==> src/rtl/mem_arbiter.sv <==
// Two-master to one-slave memory arbiter.
// Masters request with mX_valid and hold it until their mX_ready pulse. One
// winner is forwarded to the slave at a time. Every output comes straight from
// a flop. After each completion the FSM waits in DRAIN until the slave drops
// s_ready, so a lingering ready cannot complete the next request.
module mem_arbiter #(
  parameter bit FIXED_PRIORITY = 1'b0
) (
  input  logic        clk,
  input  logic        resn,
  input  logic        m0_valid,
  input  logic        m1_valid,
  input  logic        m0_instr,
  input  logic        m1_instr,
  input  logic [3:0]  m0_wstrb,
  input  logic [3:0]  m1_wstrb,
  input  logic [31:0] m0_addr,
  input  logic [31:0] m1_addr,
  input  logic [31:0] m0_wdata,
  input  logic [31:0] m1_wdata,
  output logic        m0_ready,
  output logic        m1_ready,
  output logic [31:0] m0_rdata,
  output logic [31:0] m1_rdata,
  output logic        s_valid,
  output logic        s_instr,
  output logic [3:0]  s_wstrb,
  output logic [31:0] s_addr,
  output logic [31:0] s_wdata,
  input  logic        s_ready,
  input  logic [31:0] s_rdata
);

  typedef enum logic [1:0] {IDLE, BUSY, DRAIN} state_e;

  state_e      state_q, state_d;
  logic        grant_q, grant_d;  // master currently owning the slave
  logic        last_q, last_d;    // master granted most recently
  logic        s_valid_q, s_valid_d;
  logic        s_instr_q, s_instr_d;
  logic [3:0]  s_wstrb_q, s_wstrb_d;
  logic [31:0] s_addr_q, s_addr_d;
  logic [31:0] s_wdata_q, s_wdata_d;
  logic        m0_ready_q, m0_ready_d;
  logic        m1_ready_q, m1_ready_d;
  logic [31:0] m0_rdata_q, m0_rdata_d;
  logic [31:0] m1_rdata_q, m1_rdata_d;
  logic        pick1;

  // State and output registers; reset leaves master 1 as last-granted so master 0 wins the first tie
  always_ff @(posedge clk or negedge resn) begin
    if (!resn) begin
      state_q    <= IDLE;
      grant_q    <= 1'b0;
      last_q     <= 1'b1;
      s_valid_q  <= 1'b0;
      s_instr_q  <= 1'b0;
      s_wstrb_q  <= '0;
      s_addr_q   <= '0;
      s_wdata_q  <= '0;
      m0_ready_q <= 1'b0;
      m1_ready_q <= 1'b0;
      m0_rdata_q <= '0;
      m1_rdata_q <= '0;
    end else begin
      state_q    <= state_d;
      grant_q    <= grant_d;
      last_q     <= last_d;
      s_valid_q  <= s_valid_d;
      s_instr_q  <= s_instr_d;
      s_wstrb_q  <= s_wstrb_d;
      s_addr_q   <= s_addr_d;
      s_wdata_q  <= s_wdata_d;
      m0_ready_q <= m0_ready_d;
      m1_ready_q <= m1_ready_d;
      m0_rdata_q <= m0_rdata_d;
      m1_rdata_q <= m1_rdata_d;
    end
  end

  // Next-state logic: arbitrate in IDLE, hold the request in BUSY, wait out s_ready in DRAIN
  always_comb begin
    state_d    = state_q;
    grant_d    = grant_q;
    last_d     = last_q;
    s_valid_d  = s_valid_q;
    s_instr_d  = s_instr_q;
    s_wstrb_d  = s_wstrb_q;
    s_addr_d   = s_addr_q;
    s_wdata_d  = s_wdata_q;
    m0_ready_d = 1'b0;
    m1_ready_d = 1'b0;
    m0_rdata_d = m0_rdata_q;
    m1_rdata_d = m1_rdata_q;
    pick1      = 1'b0;

    if (m0_valid && m1_valid) begin
      pick1 = FIXED_PRIORITY ? 1'b0 : ~last_q;
    end else begin
      pick1 = m1_valid;
    end

    unique case (state_q)
      IDLE: begin
        if (m0_valid || m1_valid) begin
          grant_d   = pick1;
          s_valid_d = 1'b1;
          s_instr_d = pick1 ? m1_instr : m0_instr;
          s_wstrb_d = pick1 ? m1_wstrb : m0_wstrb;
          s_addr_d  = pick1 ? m1_addr  : m0_addr;
          s_wdata_d = pick1 ? m1_wdata : m0_wdata;
          state_d   = BUSY;
        end
      end
      BUSY: begin
        if (s_ready) begin
          if (grant_q) begin
            m1_ready_d = 1'b1;
            m1_rdata_d = s_rdata;
          end else begin
            m0_ready_d = 1'b1;
            m0_rdata_d = s_rdata;
          end
          s_valid_d = 1'b0;
          s_wstrb_d = '0;
          last_d    = grant_q;
          state_d   = DRAIN;
        end
      end
      DRAIN: begin
        if (!s_ready) begin
          state_d = IDLE;
        end
      end
      default: state_d = IDLE;
    endcase
  end

  assign s_valid  = s_valid_q;
  assign s_instr  = s_instr_q;
  assign s_wstrb  = s_wstrb_q;
  assign s_addr   = s_addr_q;
  assign s_wdata  = s_wdata_q;
  assign m0_ready = m0_ready_q;
  assign m1_ready = m1_ready_q;
  assign m0_rdata = m0_rdata_q;
  assign m1_rdata = m1_rdata_q;

endmodule

==> config.mk <==
export PLATFORM = sky130hd
export DESIGN_NAME = mem_arbiter
export DESIGN_NICKNAME = d
export VERILOG_FILES = /design/src/rtl/mem_arbiter.sv
export SDC_FILE = /design/constraint.sdc
export NUM_CORES = 1
export LEC_CHECK = 0
export BUFFER_PORTS_ARGS = -buffer_cell sky130_fd_sc_hd__buf_2
export CAP_MARGIN = 20
export CORE_MARGIN = 2
export CORE_UTILIZATION = 35
export DETAILED_ROUTE_END_ITERATION = 16
export SETUP_SLACK_MARGIN = 0.05
export SLEW_MARGIN = 20
export SYNTH_ARGS = -nofsm -noshare
export SYNTH_HDL_FRONTEND = slang
export SYNTH_SLANG_ARGS = --single-unit
==> constraint.sdc <==
create_clock -name clk -period 3.9 [get_ports clk]
set_input_delay 0.39 -clock clk [delete_from_list [all_inputs] [get_ports clk]]
set_output_delay 0.39 -clock clk [all_outputs]
set_load 0.05 [all_outputs]
Word-level counts from Yosys, hierarchy flattened
Cells that the tools add are included.
- flip-flop bits (word level): 140
- memory bits (writable): 0
- latch bits: 0
- bits in read-only memories: 0
- word-level logic and storage cells: 50
- memories: 0
- muxes and demuxes: 21
- equality and inequality tests: 5
- reduce and logical (&&, ||, !) cells: 10
- div/mod/pow operators: 0
- add/sub/neg operators: 0
- magnitude comparators: 0
- multipliers: 0
- bitwise gates (word level): 2
- shift-type cells: 0
- operators with widths (operator ; number):
    2-to-1 mux 32 bit ; 2
    2-to-1 mux 4 bit ; 3
    AND reduction 3 bit ; 4
    2-to-1 mux 1 bit ; 10
    case mux 4 bit (2 select lines) ; 1
    2-to-1 mux 2 bit ; 3
    inequality test 2 bit (second input constant) ; 3
    case mux 2 bit (3 select lines) ; 1
    AND reduction 2 bit ; 2
    == test 2 x 1 -> 1 bit (second input constant) ; 1
    == test 2 bit (second input constant) ; 1
    logical NOT 2 bit ; 1
    inverter 1 bit ; 2
    case mux 1 bit (2 select lines) ; 1
    nonzero test 2 bit ; 1
    logical AND 1 bit ; 1
    logical OR 1 bit ; 1

Longest topological paths before layout
- word-level depth: 5
- mapped depth: 5

Worst setup path before layout
OpenSTA, ideal clock, no wires.
- path kind: reg2reg
- start point: register last_q
- end point: register s_addr_q[0], in the netlist s_addr[0]
- cell stages (with the launch flop): 6
- required time: 3775 ps
- setup time: 125 ps
- clock period less this slack: 1592 ps
- slack: 2308 ps
- arrival: 1467 ps
- path through: dfstp_2 > a21bo_2 > buf_6 > buf_6 > mux2_2 > mux2_2
- word-level cells in the longest chain between the ends: 3
- RTL lines (what ; line ; text):
    from (decl) ; 38 ; logic last_q, last_d;
    from (signal assigned) ; 68 ; last_q <= last_d;
    inverter 1 bit ; 98 ; pick1 = FIXED_PRIORITY ? 1'b0 : ~last_q;
    2-to-1 mux 1 bit ; 97 ; if (m0_valid && m1_valid) begin
    2-to-1 mux 32 bit ; 110 ; s_addr_d = pick1 ? m1_addr : m0_addr;
    to (signal assigned) ; 72 ; s_addr_q <= s_addr_d;
    to (decl) ; 42 ; logic [31:0] s_addr_q, s_addr_d;
Every way passes these cells.
A chain may end at the register's enable or synchronous reset.

Worst setup path in the final report
- start point: register last_q
- end point: register s_wdata_q[19], in the netlist s_wdata[19]
- word-level cells in the longest chain between the ends: 3
- RTL lines (what ; line ; text):
    inverter 1 bit ; 98 ;
    2-to-1 mux 1 bit ; 97 ;
    2-to-1 mux 32 bit ; 111 ; s_wdata_d = pick1 ? m1_wdata : m0_wdata;
    to (signal assigned) ; 73 ; s_wdata_q <= s_wdata_d;
    to (decl) ; 43 ; logic [31:0] s_wdata_q, s_wdata_d;
Every way passes these cells.

==> metrics <==
DIE AREA 18800 um^2; Tot GR Track Use 16.1%; hold crit path type in2async; first-pass GRT wire length between 20 and 25 mm; Post-Syn Instances about 380; DRC 0; Reg clk slew, reported paths about 0.060 ns; Max Cap Viol 0; Initial Util a little over a third; setup ws final ~1.6 ns; H-Tree Depth 4; CTS-repair resized insts 0; Hold Fails Final Rpt 0; Post-Syn Nets between 500 and 600; Crit. End Element register; RSZ-0062 raised after global routing no; reg-to-reg startpoint last_q; Crit Path Max Fanout 42; vias in the first global route approximately 4600; max_slew headroom 30.7%; Compound-Gate Fraction of Synth Area less than 1%; maximum clock path buffer count 2; ANT cells 0; row cnt 48; Final ANT Viol Nets 0; crit start category register; worst-margin pin slew between 1 and 1.5 ns; Clock Latency Late Sink ~0.4 ns; initial antenna violation count 2; clock skew ~0.0068 ns; prevailing post-synth register cell dfrtp_1; ratio of cells with drive above 1 in the final layout about three quarters; XOR/XNOR share of the synthesized area 0%; period utilization between 50% and 60%; PortBufs 310; Routed WL ~15 mm; clk sinks between 100 and 150; nets@finish 872; core box area around 17000 um^2; DR vias ~4300; critical path type reg2reg; Worst Path Arrival between 2 and 3 ns; DR vias/cell around 4.6; average size of a mapped cell around 16 um^2; status complete, no violations; Die Span Y around 140 um; dpl hpwl roughly 12 mm; largest family of logic cells by synthesized area multiplexers; Chip Width between 100 and 150 um; Fmax 440 MHz; Seq/Total Area, Yosys 56.5%; DR WL/cell roughly 17 um; Synth Area in Simple Gates 1.19%; Tmin final roughly 2.3 ns; Area Growth Syn to Fin 38.2%; Fin Setup TNS 0 ns; CTS Hold Buffers Added 0; global route overflow 0; yosys warns 0; post-synth cell types 22; Slew Viols, Final 0; worst endpoint required time 4.18 ns; largest net degree at the start of global routing 91; Post-synth ARST share 100%; Yosys reg bits between 100 and 150; Adder-Cell Fraction of Synth Area 0%; number of iterations in the first detailed-routing pass 4; mapped cell area ~6200 um^2; Post-synth EDFFs 0; CTS tree built; Post-CTS Setup Bufs 0; CTS Buf Count 17; DP Worst Slack between 1.5 and 2 ns; Top-Level Pins between 300 and 400; GPL Wtd Cong roughly 0.76; CP startpoint last_q; CTS root buf clkbuf_16; Setup Viol. Count Final 0; post-synthesis mux area share 38.4%; First DRT Iteration DRCs between 100 and 150
## Yosys cell counts, types with 2 or more instances
cell type / count / share of area [%]
mux2_2: 165 / 30
buf_2: 10 / 0.81
nand2_1: 4 / 0.24
dfrtp_1: 139 / 56
mux2i_1: 9 / 1.5
nand2b_1: 2 / 0.20
buf_6: 8 / 1.5
buf_8: 3 / 0.73
inv_1: 3 / 0.18
mux2_4: 29 / 7.0
## stage by stage
| stage | util [%] | hold slack [ns] | std cells | cell area (um^2) |
|---|---|---|---|---|
| after floorplan | - | 0.0944 | 384 | 6200 |
| after global placement | 45.7 | 0.461 | 903 | 7910 |
| after detailed placement | 45.7 | 0.467 | 903 | 7910 |
| after CTS | 49.5 | 0.0926 | 935 | 8570 |
| after global routing | 49.6 | 0.115 | 935 | 8570 |
| final | 49.6 | 0.0649 | 935 | 8570 |
## final cells by class
| class | count | area [um^2] |
|---|---|---|
| Sequential cell | 140 | 3500 |
| Tap cell | 225 | 282 |
| Multi-Input combinational cell | 219 | 2510 |
| Timing Repair Buffer | 316 | 1600 |
| Fill cell | 1548 | 8730 |
| Clock inverter | 8 | 154 |
| Inverter | 3 | 11.3 |
| Clock buffer | 24 | 502 |
## routing by layer
metal	share of wire [%]	global-route usage [%]
met1	37	17.9
met2	51	28.2
met3	10	6.74
met5	0.16	0
met4	1.5	4.87
## registers in the layout, indices dropped and copies added (netlist names)
signal	cells
m0_ready	1
s_wdata	32
last_q	1
s_instr	1
grant_q	1
m1_rdata	32
m0_rdata	32
state_q	2
s_addr	32
m1_ready	1
s_wstrb	4
s_valid	1
## logic make-up (layout without fill, tap and decap cells)
family                 count (synthesis)  count (layout)
AOI/OAI and AO/OA                      5               5
buffers and inverters                 25             351
DFF                                  140             140
muxes                                203             203
and+or+nand+nor                       11              11
## critical path, cell delays in order (launching register included)
cell and delay (ns):
dfstp_2 0.54, a21bo_4 0.54, buf_4 0.42, mux2_2 0.38, mux2_2 0.27
## worst paths after layout
kind,end,slack (ns),depth (start not counted)
worst max-delay path,s_wdata[19],1.63,4
worst min-delay path,m0_rdata[17],0.06,1
worst max register to register,s_wdata[19],1.63,4
worst min register to register,s_valid,0.48,1
max in group asynchronous,s_wdata[4],2.95,2
min in group clk,m1_rdata[13],0.23,2
## cell usage in the layout, fill, tap and decap left out
cell,n
mux2i_1,9
clkbuf_8,5
mux2_4,29
nand2b_1,2
a21o_1,1
nor2_4,1
bufinv_16,4
nor2_1,1
clkbuf_1,2
buf_6,1
dfrtp_1,139
clkinvlp_4,1
buf_2,309
inv_1,3
mux2_2,165
a21bo_4,1
a21oi_1,1
or2_4,1
buf_4,6
nand2_1,4
a21boi_0,1
inv_6,1
clkbuf_16,17
dfstp_2,1
o21bai_1,1
nand3b_4,1
nor3_4,1
clkinv_4,2
Power is not shown: default switching activity piles up to over one toggle a cycle in this logic, so the estimate is an artifact.
